===== src/rtl/alarm_bank_if.sv =====
// Keypad, time, control and status bundle between the alarm bank and its host.
// master drives keys/buttons/current time; slave is the alarm bank itself.
interface alarm_bank_if #(
    parameter int NUM_ALARMS = 4,
    parameter int SEL_W      = 2
);
    logic [9:0]               keypad;
    logic                     set_mode;
    logic [SEL_W-1:0]         alarm_sel;
    logic                     clear_key;
    logic                     snooze_btn;
    logic                     stop_btn;
    logic [3:0]               cur_h_ten;
    logic [3:0]               cur_h_one;
    logic [3:0]               cur_m_ten;
    logic [3:0]               cur_m_one;
    logic                     min_tick;
    logic [16*NUM_ALARMS-1:0] alarm_time;
    logic [NUM_ALARMS-1:0]    alarm_armed;
    logic [2:0]               entry_cnt;
    logic                     set_done;
    logic                     entry_err;
    logic                     ringing;
    logic                     snoozed;
    logic [SEL_W-1:0]         ring_id;
    logic [7:0]               leds;

    modport master (
        output keypad, set_mode, alarm_sel, clear_key, snooze_btn, stop_btn,
               cur_h_ten, cur_h_one, cur_m_ten, cur_m_one, min_tick,
        input  alarm_time, alarm_armed, entry_cnt, set_done, entry_err,
               ringing, snoozed, ring_id, leds
    );

    modport slave (
        input  keypad, set_mode, alarm_sel, clear_key, snooze_btn, stop_btn,
               cur_h_ten, cur_h_one, cur_m_ten, cur_m_one, min_tick,
        output alarm_time, alarm_armed, entry_cnt, set_done, entry_err,
               ringing, snoozed, ring_id, leds
    );
endinterface


===== src/rtl/alarm_bank.sv =====
// Multi-slot HH:MM alarm bank: keypad entry with range checks plus a shared
// ring engine (pending queue, snooze, stop, unattended timeout, LED blink).
//
// state      | meaning
// E_IDLE     | no entry in progress
// E_D1..E_D3 | 1..3 validated digits held in the shadow register
// R_IDLE     | nothing sounding; lowest pending slot is taken next cycle
// R_RINGING  | slot ring_id sounding, LEDs blinking
// R_SNOOZED  | snooze countdown running before re-ringing ring_id
module alarm_bank #(
    parameter int NUM_ALARMS   = 4,
    parameter int SEL_W        = 2,
    parameter int SNOOZE_MIN   = 5,
    parameter int RING_MIN     = 1,
    parameter int BLINK_CYCLES = 500
) (
    input  logic        clk,
    input  logic        rst,
    alarm_bank_if.slave bus
);
    typedef enum logic [1:0] {E_IDLE, E_D1, E_D2, E_D3} e_state_t;
    typedef enum logic [1:0] {R_IDLE, R_RINGING, R_SNOOZED} r_state_t;

    localparam int            BW         = $clog2(BLINK_CYCLES + 1);
    localparam logic [BW-1:0] BLINK_LOAD = BW'(BLINK_CYCLES - 1);

    e_state_t                   e_state_q, e_state_d;
    r_state_t                   r_state_q, r_state_d;
    logic [SEL_W-1:0]           sel_q, sel_d, ring_id_q, ring_id_d, first_idx;
    logic [11:0]                shadow_q, shadow_d;
    logic [NUM_ALARMS-1:0][15:0] alarm_time_q, alarm_time_d;
    logic [NUM_ALARMS-1:0]      armed_q, armed_d, match, match_q, pending_q, pending_d;
    logic                       set_done_q, set_done_d, entry_err_q, entry_err_d;
    logic [9:0]                 keypad_prev_q;
    logic                       snooze_prev_q, stop_prev_q;
    logic [3:0]                 min_left_q, min_left_d;
    logic [BW-1:0]              blink_cnt_q, blink_cnt_d;
    logic                       blink_on_q, blink_on_d;
    logic                       key_evt, digit_ok, commit, disarm, hit_ring, enter_ring;
    logic                       snooze_edge, stop_edge, sel_ok, slot_ok;
    logic [3:0]                 digit;
    logic [15:0]                cur_time;

    assign cur_time    = {bus.cur_h_ten, bus.cur_h_one, bus.cur_m_ten, bus.cur_m_one};
    assign key_evt     = $onehot(bus.keypad) && (keypad_prev_q == '0);
    assign snooze_edge = bus.snooze_btn && !snooze_prev_q;
    assign stop_edge   = bus.stop_btn && !stop_prev_q;
    assign sel_ok      = int'(bus.alarm_sel) < NUM_ALARMS;
    assign slot_ok     = int'(sel_q) < NUM_ALARMS;

    always_comb begin
        digit = '0;
        for (int k = 0; k < 10; k++) if (bus.keypad[k]) digit = 4'(k);
    end

    always_comb begin
        case (e_state_q)
            E_IDLE:  digit_ok = (digit <= 4'd2);
            E_D1:    digit_ok = (shadow_q[11:8] == 4'd2) ? (digit <= 4'd3) : (digit <= 4'd9);
            E_D2:    digit_ok = (digit <= 4'd5);
            default: digit_ok = (digit <= 4'd9);
        endcase
    end

    always_comb begin
        e_state_d    = e_state_q;
        sel_d        = sel_q;
        shadow_d     = shadow_q;
        alarm_time_d = alarm_time_q;
        armed_d      = armed_q;
        entry_err_d  = 1'b0;
        commit       = 1'b0;
        disarm       = 1'b0;
        if (e_state_q != E_IDLE && (!bus.set_mode || bus.clear_key)) begin
            e_state_d = E_IDLE;
            shadow_d  = '0;
        end else if (e_state_q == E_IDLE && bus.set_mode && bus.clear_key) begin
            disarm = 1'b1;
            if (sel_ok) armed_d[bus.alarm_sel] = 1'b0;
        end else if (bus.set_mode && key_evt) begin
            if (!digit_ok) begin
                entry_err_d = 1'b1;
            end else begin
                case (e_state_q)
                    E_IDLE: begin
                        sel_d     = bus.alarm_sel;
                        shadow_d  = {digit, 8'h00};
                        e_state_d = E_D1;
                    end
                    E_D1: begin
                        shadow_d[7:4] = digit;
                        e_state_d     = E_D2;
                    end
                    E_D2: begin
                        shadow_d[3:0] = digit;
                        e_state_d     = E_D3;
                    end
                    default: begin
                        commit = 1'b1;
                        if (slot_ok) begin
                            alarm_time_d[sel_q] = {shadow_q, digit};
                            armed_d[sel_q]      = 1'b1;
                        end
                        shadow_d  = '0;
                        e_state_d = E_IDLE;
                    end
                endcase
            end
        end
    end

    always_comb begin
        for (int k = 0; k < NUM_ALARMS; k++)
            match[k] = armed_q[k] && (alarm_time_q[k] == cur_time);
        first_idx = '0;
        for (int k = NUM_ALARMS - 1; k >= 0; k--)
            if (pending_q[k]) first_idx = SEL_W'(k);
    end

    assign hit_ring = (commit && sel_q == ring_id_q) || (disarm && bus.alarm_sel == ring_id_q);

    always_comb begin
        r_state_d  = r_state_q;
        ring_id_d  = ring_id_q;
        min_left_d = min_left_q;
        enter_ring = 1'b0;
        pending_d  = pending_q | (match & ~match_q);
        // Free-running half-period timer; reloaded on every entry to RINGING.
        if (blink_cnt_q == '0) begin
            blink_cnt_d = BLINK_LOAD;
            blink_on_d  = !blink_on_q;
        end else begin
            blink_cnt_d = blink_cnt_q - 1'b1;
            blink_on_d  = blink_on_q;
        end
        case (r_state_q)
            R_IDLE: begin
                if (|pending_q) begin
                    enter_ring           = 1'b1;
                    ring_id_d            = first_idx;
                    pending_d[first_idx] = 1'b0;
                end
            end
            R_RINGING: begin
                if (hit_ring || stop_edge) begin
                    r_state_d = R_IDLE;
                end else if (snooze_edge) begin
                    r_state_d  = R_SNOOZED;
                    min_left_d = 4'(SNOOZE_MIN);
                end else if (bus.min_tick) begin
                    if (min_left_q <= 4'd1) r_state_d = R_IDLE;
                    else                    min_left_d = min_left_q - 4'd1;
                end
            end
            R_SNOOZED: begin
                if (hit_ring || stop_edge) begin
                    r_state_d = R_IDLE;
                end else if (bus.min_tick) begin
                    if (min_left_q <= 4'd1) enter_ring = 1'b1;
                    else                    min_left_d = min_left_q - 4'd1;
                end
            end
            default: r_state_d = R_IDLE;
        endcase
        if (enter_ring) begin
            r_state_d   = R_RINGING;
            min_left_d  = 4'(RING_MIN);
            blink_cnt_d = BLINK_LOAD;
            blink_on_d  = 1'b1;
        end
        if (disarm && sel_ok) pending_d[bus.alarm_sel] = 1'b0;
    end

    always_ff @(posedge clk) begin
        if (rst) begin
            e_state_q     <= E_IDLE;
            r_state_q     <= R_IDLE;
            sel_q         <= '0;
            ring_id_q     <= '0;
            shadow_q      <= '0;
            alarm_time_q  <= '0;
            armed_q       <= '0;
            match_q       <= '0;
            pending_q     <= '0;
            set_done_q    <= 1'b0;
            entry_err_q   <= 1'b0;
            keypad_prev_q <= '0;
            snooze_prev_q <= 1'b0;
            stop_prev_q   <= 1'b0;
            min_left_q    <= '0;
            blink_cnt_q   <= '0;
            blink_on_q    <= 1'b0;
        end else begin
            e_state_q     <= e_state_d;
            r_state_q     <= r_state_d;
            sel_q         <= sel_d;
            ring_id_q     <= ring_id_d;
            shadow_q      <= shadow_d;
            alarm_time_q  <= alarm_time_d;
            armed_q       <= armed_d;
            match_q       <= match;
            pending_q     <= pending_d;
            set_done_q    <= commit;
            entry_err_q   <= entry_err_d;
            keypad_prev_q <= bus.keypad;
            snooze_prev_q <= bus.snooze_btn;
            stop_prev_q   <= bus.stop_btn;
            min_left_q    <= min_left_d;
            blink_cnt_q   <= blink_cnt_d;
            blink_on_q    <= blink_on_d;
        end
    end

    assign set_done_d      = commit;
    assign bus.alarm_time  = alarm_time_q;
    assign bus.alarm_armed = armed_q;
    assign bus.entry_cnt   = {1'b0, e_state_q};
    assign bus.set_done    = set_done_q;
    assign bus.entry_err   = entry_err_q;
    assign bus.ringing     = (r_state_q == R_RINGING);
    assign bus.snoozed     = (r_state_q == R_SNOOZED);
    assign bus.ring_id     = ring_id_q;
    assign bus.leds        = (r_state_q == R_RINGING) ? (blink_on_q ? 8'hFF : 8'h00) :
                             (r_state_q == R_SNOOZED) ? 8'h01 : 8'h00;

    logic unused_ok;
    assign unused_ok = set_done_d;
endmodule


===== src/flat_wrapper.sv =====
// flat-port wrapper written by rule: the top's interface ports become plain ports
module alarm_bank_flat 
#(
    parameter int NUM_ALARMS   = 4,
    parameter int SEL_W        = 2,
    parameter int SNOOZE_MIN   = 5,
    parameter int RING_MIN     = 1,
    parameter int BLINK_CYCLES = 500
)
  (clk, rst, bus_keypad, bus_set_mode, bus_alarm_sel, bus_clear_key, bus_snooze_btn, bus_stop_btn, bus_cur_h_ten, bus_cur_h_one, bus_cur_m_ten, bus_cur_m_one, bus_min_tick, bus_alarm_time, bus_alarm_armed, bus_entry_cnt, bus_set_done, bus_entry_err, bus_ringing, bus_snoozed, bus_ring_id, bus_leds);
  alarm_bank_if #(.NUM_ALARMS(NUM_ALARMS), .SEL_W(SEL_W)) bus_i ();
  input  logic clk;
  input  logic rst;
  input wire logic [$bits(bus_i.keypad)-1:0] bus_keypad;
  input wire logic [$bits(bus_i.set_mode)-1:0] bus_set_mode;
  input wire logic [$bits(bus_i.alarm_sel)-1:0] bus_alarm_sel;
  input wire logic [$bits(bus_i.clear_key)-1:0] bus_clear_key;
  input wire logic [$bits(bus_i.snooze_btn)-1:0] bus_snooze_btn;
  input wire logic [$bits(bus_i.stop_btn)-1:0] bus_stop_btn;
  input wire logic [$bits(bus_i.cur_h_ten)-1:0] bus_cur_h_ten;
  input wire logic [$bits(bus_i.cur_h_one)-1:0] bus_cur_h_one;
  input wire logic [$bits(bus_i.cur_m_ten)-1:0] bus_cur_m_ten;
  input wire logic [$bits(bus_i.cur_m_one)-1:0] bus_cur_m_one;
  input wire logic [$bits(bus_i.min_tick)-1:0] bus_min_tick;
  output wire logic [$bits(bus_i.alarm_time)-1:0] bus_alarm_time;
  output wire logic [$bits(bus_i.alarm_armed)-1:0] bus_alarm_armed;
  output wire logic [$bits(bus_i.entry_cnt)-1:0] bus_entry_cnt;
  output wire logic [$bits(bus_i.set_done)-1:0] bus_set_done;
  output wire logic [$bits(bus_i.entry_err)-1:0] bus_entry_err;
  output wire logic [$bits(bus_i.ringing)-1:0] bus_ringing;
  output wire logic [$bits(bus_i.snoozed)-1:0] bus_snoozed;
  output wire logic [$bits(bus_i.ring_id)-1:0] bus_ring_id;
  output wire logic [$bits(bus_i.leds)-1:0] bus_leds;
  assign bus_i.keypad = bus_keypad;
  assign bus_i.set_mode = bus_set_mode;
  assign bus_i.alarm_sel = bus_alarm_sel;
  assign bus_i.clear_key = bus_clear_key;
  assign bus_i.snooze_btn = bus_snooze_btn;
  assign bus_i.stop_btn = bus_stop_btn;
  assign bus_i.cur_h_ten = bus_cur_h_ten;
  assign bus_i.cur_h_one = bus_cur_h_one;
  assign bus_i.cur_m_ten = bus_cur_m_ten;
  assign bus_i.cur_m_one = bus_cur_m_one;
  assign bus_i.min_tick = bus_min_tick;
  assign bus_alarm_time = bus_i.alarm_time;
  assign bus_alarm_armed = bus_i.alarm_armed;
  assign bus_entry_cnt = bus_i.entry_cnt;
  assign bus_set_done = bus_i.set_done;
  assign bus_entry_err = bus_i.entry_err;
  assign bus_ringing = bus_i.ringing;
  assign bus_snoozed = bus_i.snoozed;
  assign bus_ring_id = bus_i.ring_id;
  assign bus_leds = bus_i.leds;
  alarm_bank #(.NUM_ALARMS(NUM_ALARMS), .SEL_W(SEL_W), .SNOOZE_MIN(SNOOZE_MIN), .RING_MIN(RING_MIN), .BLINK_CYCLES(BLINK_CYCLES)) u_core (.clk(clk), .rst(rst), .bus(bus_i));
endmodule

===== config.mk =====
export PLATFORM = sky130hd
export DESIGN_NAME = alarm_bank_flat
export DESIGN_NICKNAME = d
export VERILOG_FILES = /design/src/rtl/alarm_bank_if.sv /design/src/rtl/alarm_bank.sv /design/src/flat_wrapper.sv
export SDC_FILE = /design/constraint.sdc
export NUM_CORES = 1
export LEC_CHECK = 0
export ABC_CLOCK_PERIOD_IN_PS = 7150
export CAP_MARGIN = 5
export CELL_PAD_IN_SITES_DETAIL_PLACEMENT = 2
export CELL_PAD_IN_SITES_GLOBAL_PLACEMENT = 2
export CORE_MARGIN = 3
export CORE_UTILIZATION = 32
export CTS_CLUSTER_DIAMETER = 100
export DETAILED_ROUTE_END_ITERATION = 10
export PLACE_DENSITY_LB_ADDON = 0.1
export RECOVER_POWER = 100
export SYNTH_ARGS = -nofsm -noshare
export SYNTH_HDL_FRONTEND = slang
export SYNTH_SLANG_ARGS = --single-unit

===== constraint.sdc =====
create_clock -name clk -period 7.15 [get_ports clk]
set_input_delay 1.7875 -clock clk [delete_from_list [all_inputs] [get_ports clk]]
set_output_delay 1.7875 -clock clk [all_outputs]
set_load 0.005 [all_outputs]

==> impl_summary.txt <==
----------------------------------------------------
[Detailed routing]
  Detailed-routing iteration count for the pre-antenna-repair pass ... 4
  WL per Instance ... between 15 and 20 um
  1st-iter DRT viols ... about 150
  Detailed-route DRC error count ... 0
  Number of vias per cell after detailed routing ... just over 5
  Post-route antenna net violation count ... 0
  Vias ... ~5500
  WL final ... roughly 21000 um

[Power and ir drop]
  Fraction of power consumed by the clock network ... 0.456
  Static power due to leakage ... between 3 and 4 nW
  Net switching power figure ... around 0.48 mW
  Relative contribution of sequential cells to total power ... 0.407
  Net switching share of the total power ... 0.2623
  Worst ir drop on vdd ... between 0.00015 and 0.0002 V
  Power share of the combinational group ... 0.138
  Power density over the cells ... between 200 and 250 mW/mm2
  Power Internal ... about 1.3 mW

[Timing]
  Final critical-path share of the clock period ... 0.9136
  Rel. slew slack ... -0.3107
  Endpoints failing hold ... 0
  Setup TNS Final ... 0 ps
  Final Setup Violations ... 0
  Tmin final ... ~6500 ps
  Max Clock Freq ... 153.1 MHz
  Transition at the pin with the smallest max-transition slack ... just under 2000 ps
  RSZ-0062 raised after global routing ... false
  Clock Skews ... approximately 6.5 ps
  Max Slew Vio Count ... 42
  Final worst hold slack ... 465.8 ps

[Global route]
  Global-route wire length before repair ... about 34000 um
  Via count of the first global-routing pass ... ~6100
  Maximum number of pins on one net before global-route repair ... 48
  Leftover overflow at the end of global routing ... 0
  Number of antenna violations at the first check in global routing ... 0
  Aggregate global-route resource usage ... 0.2000

[Synthesis]
  Mapped Nets ... 770
  Post-synthesis sequential area ratio ... 0.3874
  Summed instance area of the synthesized netlist ... approximately 0.0064 mm2
  Number of warnings printed during yosys synthesis ... 0
  Number of library cell types mapped by synthesis ... 68
  Most common cell in the synthesized netlist ... sky130_fd_sc_hd__dfxtp_1
  Most common library cells after synthesis ... 124 x sky130_fd_sc_hd__dfxtp_1, 106 x sky130_fd_sc_hd__nand2_1, 75 x sky130_fd_sc_hd__mux2i_1
  Most instantiated flip-flop cell in the synthesis netlist ... sky130_fd_sc_hd__dfxtp_1
  Cell type contributing the most total cell area after synthesis ... sky130_fd_sc_hd__dfxtp_1
  Syn_area_per_cell ... 9.012 um2
  Synth Instances ... just over 700
  Post-synthesis sequential element count ... approximately 120
  Share of Yosys cell area claimed by the top area cell type ... 0.3874
  Dominant cells by area after synthesis ... sky130_fd_sc_hd__dfxtp_1 39%, sky130_fd_sc_hd__mux2i_1 12%, sky130_fd_sc_hd__xnor2_1 9.2%, sky130_fd_sc_hd__nand2_1 6.2%, sky130_fd_sc_hd__ha_1 3.5%
  Post-synth EDFFs ... 0
  Fraction of synthesis flops using an asynchronous set or reset pin ... 0

[Clock tree]
  Post-CTS Setup Bufs ... 0
  Htree depth ... 4
  Root Buffer Master ... sky130_fd_sc_hd__clkbuf_16
  Clock latency reported for the late side of the worst-skew pair ... 410 ps
  Worst-case clock buffer depth ... 2
  TritonCTS clock tree ... built
  Sinks on the clock net ... roughly 120
  Number of clock buffers inserted by TritonCTS ... 17
  Post-CTS clock slew at the launch and capture registers of the worst setup and hold paths ... 60 ps
  Hold_buf cts ... 0
  Gates resized, CTS repair ... 0

[Cells and area]
  Summed area of non-filler cells in the final layout ... between 0.008 and 0.009 mm2
  Post-route insts no fill ... around 1100
  Count of nets after finishing ... around 870
  Synth-to-layout area growth ... 28.49%
  Diode insertion count for antenna repair ... 0
  Ratio of cells with drive above 1 in the final layout ... 0.05515

[Place]
  Routability cong. ... 0.8303
  Placed cells ... approximately 1100
  IO Port Bufs ... 118
  Placed Instance Area ... roughly 0.0077 mm2
  Final HPWL from detailed placement ... between 15000 and 20000 um

[Die]
  Starting density of the core ... 0.3271
  Core Area ... between 0.015 and 0.02 mm2
  Overall die width ... roughly 150 um
  Die Area ... approximately 0.022 mm2
  FP Rows ... 51
  Die Height ... ~150 um
  Total I/O pin count ... 120

[Setup path]
  Crit path arrival time ... ~6900 ps
  Worst endpoint required time ... ~7500 ps
  Maximum net fanout on the critical path ... 17
  Capturing element type of the critical path ... register
  Start-to-end type of the worst setup path ... input port to register
  Startpoint types ... input port

[Run status]
  Result of the run ... finished with violations
  Failing checks ... capacitance limit, slew limit

[Min path]
  Tightest Hold Check Type ... register to register

[Run]
  Number of max-capacitance violations reported ... 1

----------------------------------------------------
==> worst max-delay path: stages <==
cell and delay, ps:
sky130_fd_sc_hd__dlygate4sd3_1 620, sky130_fd_sc_hd__inv_1 90, sky130_fd_sc_hd__ha_1 300, sky130_fd_sc_hd__inv_1 70, sky130_fd_sc_hd__fa_1 430, sky130_fd_sc_hd__fa_1 470, sky130_fd_sc_hd__inv_1 90, sky130_fd_sc_hd__fa_1 190
sky130_fd_sc_hd__inv_1 60, sky130_fd_sc_hd__fa_1 470, sky130_fd_sc_hd__nor4b_1 280, sky130_fd_sc_hd__nand2_1 180, sky130_fd_sc_hd__nor4_1 390, sky130_fd_sc_hd__nand2_2 140, sky130_fd_sc_hd__or4b_1 480, sky130_fd_sc_hd__clkbuf_2 470
sky130_fd_sc_hd__mux2i_1 330
==> per-stage QoR <==
stage	power, mW	utilization	worst slack (ps)
final	1.812	0.4203	617.5
after global routing	1.901	0.4203	297.0
after global placement	0.9934	0.3948	653.9
after floorplan	0.9247	-	1505
after CTS	1.839	0.4227	740.3
after detailed placement	1.010	0.3948	299.3
==> final cells by class <==
class,instances,area [um2]
Inverter,33,123.9
Clock buffer,20,446.7
Fill cell,2156,11360
Sequential cell,124,2482
Timing Repair Buffer,126,1224
Multi-Input combinational cell,504,3526
Tap cell,265,331.6
Clock inverter,9,98.84
==> metal layers <==
metal | vias to the layer above | part of all wire | global-route usage
li1 | 2609 | - | -
met5 | - | 0 | 0
met1 | 2723 | 0.44 | 0.2443
met4 | 0 | 0.017 | 0.06011
met3 | 17 | 0.030 | 0.03372
met2 | 111 | 0.51 | 0.3602
==> state kept, by name (all words and copies together) (netlist names), 4 cells and up <==
| name | cells |
|---|---|
| u_core.blink_cnt_q | 9 |
| u_core.bus.alarm_armed | 4 |
| u_core.bus.alarm_time | 64 |
| u_core.keypad_prev_q | 10 |
| u_core.match_q | 4 |
| u_core.min_left_q | 4 |
| u_core.pending_q | 4 |
| u_core.shadow_q | 12 |
==> worst paths after layout <==
check / startpoint / end / slack [ps] / depth (start not counted)
max: bus_keypad[4] / u_core.bus.alarm_time[26] / 620 / 17
min: u_core.shadow_q[2] / u_core.shadow_q[2] / 470 / 2
max reg2reg: u_core.e_state_q[0] / u_core.min_left_q[0] / 4200 / 8
min reg2reg: u_core.shadow_q[2] / u_core.shadow_q[2] / 470 / 2
==> power groups by stage <==
stage	clock (mW)	combinational [mW]	sequential, mW
after floorplan	0	0.178	0.747
final	0.825	0.249	0.737
after CTS	0.842	0.260	0.737
after global routing	0.876	0.284	0.741
after global placement	0	0.244	0.749
after detailed placement	0	0.258	0.752
==> cells in the final DEF (no fill, tap or decap), types with 3 or more instances in the layout <==
master and n:
sky130_fd_sc_hd__a21oi_1 19, sky130_fd_sc_hd__or4b_1 3, sky130_fd_sc_hd__clkdlybuf4s50_1 33, sky130_fd_sc_hd__clkinv_2 6, sky130_fd_sc_hd__nor2_1 37, sky130_fd_sc_hd__xnor2_1 67
sky130_fd_sc_hd__o31a_1 3, sky130_fd_sc_hd__clkbuf_2 4, sky130_fd_sc_hd__o21ai_1 3, sky130_fd_sc_hd__inv_1 33, sky130_fd_sc_hd__xor2_1 8, sky130_fd_sc_hd__clkbuf_16 17
sky130_fd_sc_hd__dfxtp_1 124, sky130_fd_sc_hd__dlygate4sd3_1 85, sky130_fd_sc_hd__ha_1 18, sky130_fd_sc_hd__and3_1 5, sky130_fd_sc_hd__fa_1 6, sky130_fd_sc_hd__o21ai_0 12
sky130_fd_sc_hd__mux2i_1 75, sky130_fd_sc_hd__nand4_1 17, sky130_fd_sc_hd__a31oi_1 3, sky130_fd_sc_hd__or3_1 7, sky130_fd_sc_hd__nand3_1 22, sky130_fd_sc_hd__or4_1 3
sky130_fd_sc_hd__nand2b_1 4, sky130_fd_sc_hd__nor3_1 15, sky130_fd_sc_hd__clkbuf_1 4, sky130_fd_sc_hd__nor4_1 11, sky130_fd_sc_hd__nor2b_1 10, sky130_fd_sc_hd__or2_2 4
sky130_fd_sc_hd__nand2_1 106
==> kinds of logic after synthesis <==
| group | after synthesis | share of synthesized area |
|---|---|---|
| AO/OA/AOI/OAI | 66 | 0.07304 |
| flip-flops | 124 | 0.3874 |
| multiplexers | 75 | 0.1172 |
| AND/OR/NAND/NOR | 263 | 0.2078 |
| XOR/XNOR | 75 | 0.1025 |
| adder cells (fa/ha/maj) | 24 | 0.05390 |
| other | 1 | 0.0005853 |
| buffers and inverters | 83 | 0.05761 |
Power figures use the tool's default switching activity.
==> RTL change, RTL diff (same settings) <==
Put a register stage on the output `bus.leds`. The value now appears one clock later.
--- a/src/rtl/alarm_bank.sv
+++ b/src/rtl/alarm_bank.sv
@@ -220,8 +220,9 @@
     assign bus.ringing     = (r_state_q == R_RINGING);
     assign bus.snoozed     = (r_state_q == R_SNOOZED);
     assign bus.ring_id     = ring_id_q;
-    assign bus.leds        = (r_state_q == R_RINGING) ? (blink_on_q ? 8'hFF : 8'h00) :
-                             (r_state_q == R_SNOOZED) ? 8'h01 : 8'h00;
+    always_ff @(posedge clk) begin
+        bus.leds <= (r_state_q == R_RINGING) ? (blink_on_q ? 8'hFF : 8'h00) : (r_state_q == R_SNOOZED) ? 8'h01 : 8'h00;
+    end
 
     logic unused_ok;
     assign unused_ok = set_done_d;
Behaviour: no difference found for any inputs over 4 cycles, from zero or initial values and one cycle with rst high; that may be too few to reach the edited logic, so the function may still have changed.
==> RTL change against the original RTL <==
The run still ends with max-capacitance violations, max-slew violations left; sequential cell count rose by 2; design area rose by 2.6%; setup slack got worse by 0.022 ns; synthesized area rose by 3.7%; first-iteration DRC count fell by 8.8%; sequential power rose by 1%; wire length rose by 6.0%; power fell by 1.3%; highest routed layer unchanged; cell count rose by 1.1%; synthesized cell count rose by 1.8%.
==> RTL change: results (changes against the original RTL) <==
metric	value	unit	change
outcome	complete, but fails checks		
violated checks	max-capacitance violations, max-slew violations		
sequential cell fraction of total power	41.7	%	+1.0 points
met1 demand-to-capacity share in global routing	25.00	%	+0.58 points
number of inverters outside the clock class in the layout	32		-3.0%
count of multi-input combinational gates	511		+1.4%
Clock group	0.795	mW	-3.6%
met3 wire length	766	um	+22%
Detailed Route Iter0 Violations	134		-8.8%
share of synthesized area spent on multiplexers	10.39	%	-1.3 points
worst setup slack before clock tree synthesis	0.2755	ns	-0.02383 ns
clk sink count	126		+1.6%
number of global-route vias before repair	6194		+0.93%
total net switching power	0.4760	mW	+0.18%
share of final-layout standard cells stronger than drive strength 1	5.346	%	-0.17 points
Area contributors post-synth	sky130_fd_sc_hd__dfxtp_1 38%, sky130_fd_sc_hd__mux2i_1 10%, sky130_fd_sc_hd__xnor2_1 9.6%		
DP Area	0.007930	mm2	+2.5%
Overall Power	1.789	mW	-1.3%
Met2 Routed Length	11730	um	+8.3%
cell types with the highest counts after synthesis	126 x sky130_fd_sc_hd__dfxtp_1, 84 x sky130_fd_sc_hd__nand2b_1, 73 x sky130_fd_sc_hd__xnor2_1, 69 x sky130_fd_sc_hd__mux2i_1, 36 x sky130_fd_sc_hd__clkbuf_1		
detailed-placement wirelength estimate	16910	um	+4.5%
maximum capacitance violations	1		unchanged
Max Clock Skew	0.009960	ns	+0.003447 ns
total vias in the final route	5525		+1.2%
cell leakage power	3.488	nW	-2.7%
adder-cell share of the synthesized area	5.383	%	-0.0065 points
number of pins exceeding their max-slew limit in the final report	106		+150%
==> RTL change: cell types whose count changed after synthesis, moves of 5 or more <==
cell	unedited run	this run
sky130_fd_sc_hd__nor2_1	37	32
sky130_fd_sc_hd__mux2i_1	75	69
sky130_fd_sc_hd__a21oi_1	19	30
sky130_fd_sc_hd__xnor2_1	67	73
sky130_fd_sc_hd__nand2b_1	4	84
sky130_fd_sc_hd__a211oi_1	0	6
sky130_fd_sc_hd__o21ai_0	11	23
sky130_fd_sc_hd__nand3_1	22	13
sky130_fd_sc_hd__or3_1	6	17
sky130_fd_sc_hd__nand2_1	106	25
==> RTL change: worst paths after layout <==
path,from,to,slack [ns],depth (start not counted)
setup reg to reg,u_core.e_state_q[1],u_core.shadow_q[8],3.89,7
hold reg to reg,u_core.blink_cnt_q[0],u_core.blink_cnt_q[0],0.47,1
hold / removal,u_core.blink_cnt_q[0],u_core.blink_cnt_q[0],0.47,1
setup / recovery,bus_keypad[4],u_core.blink_cnt_q[0],0.60,16
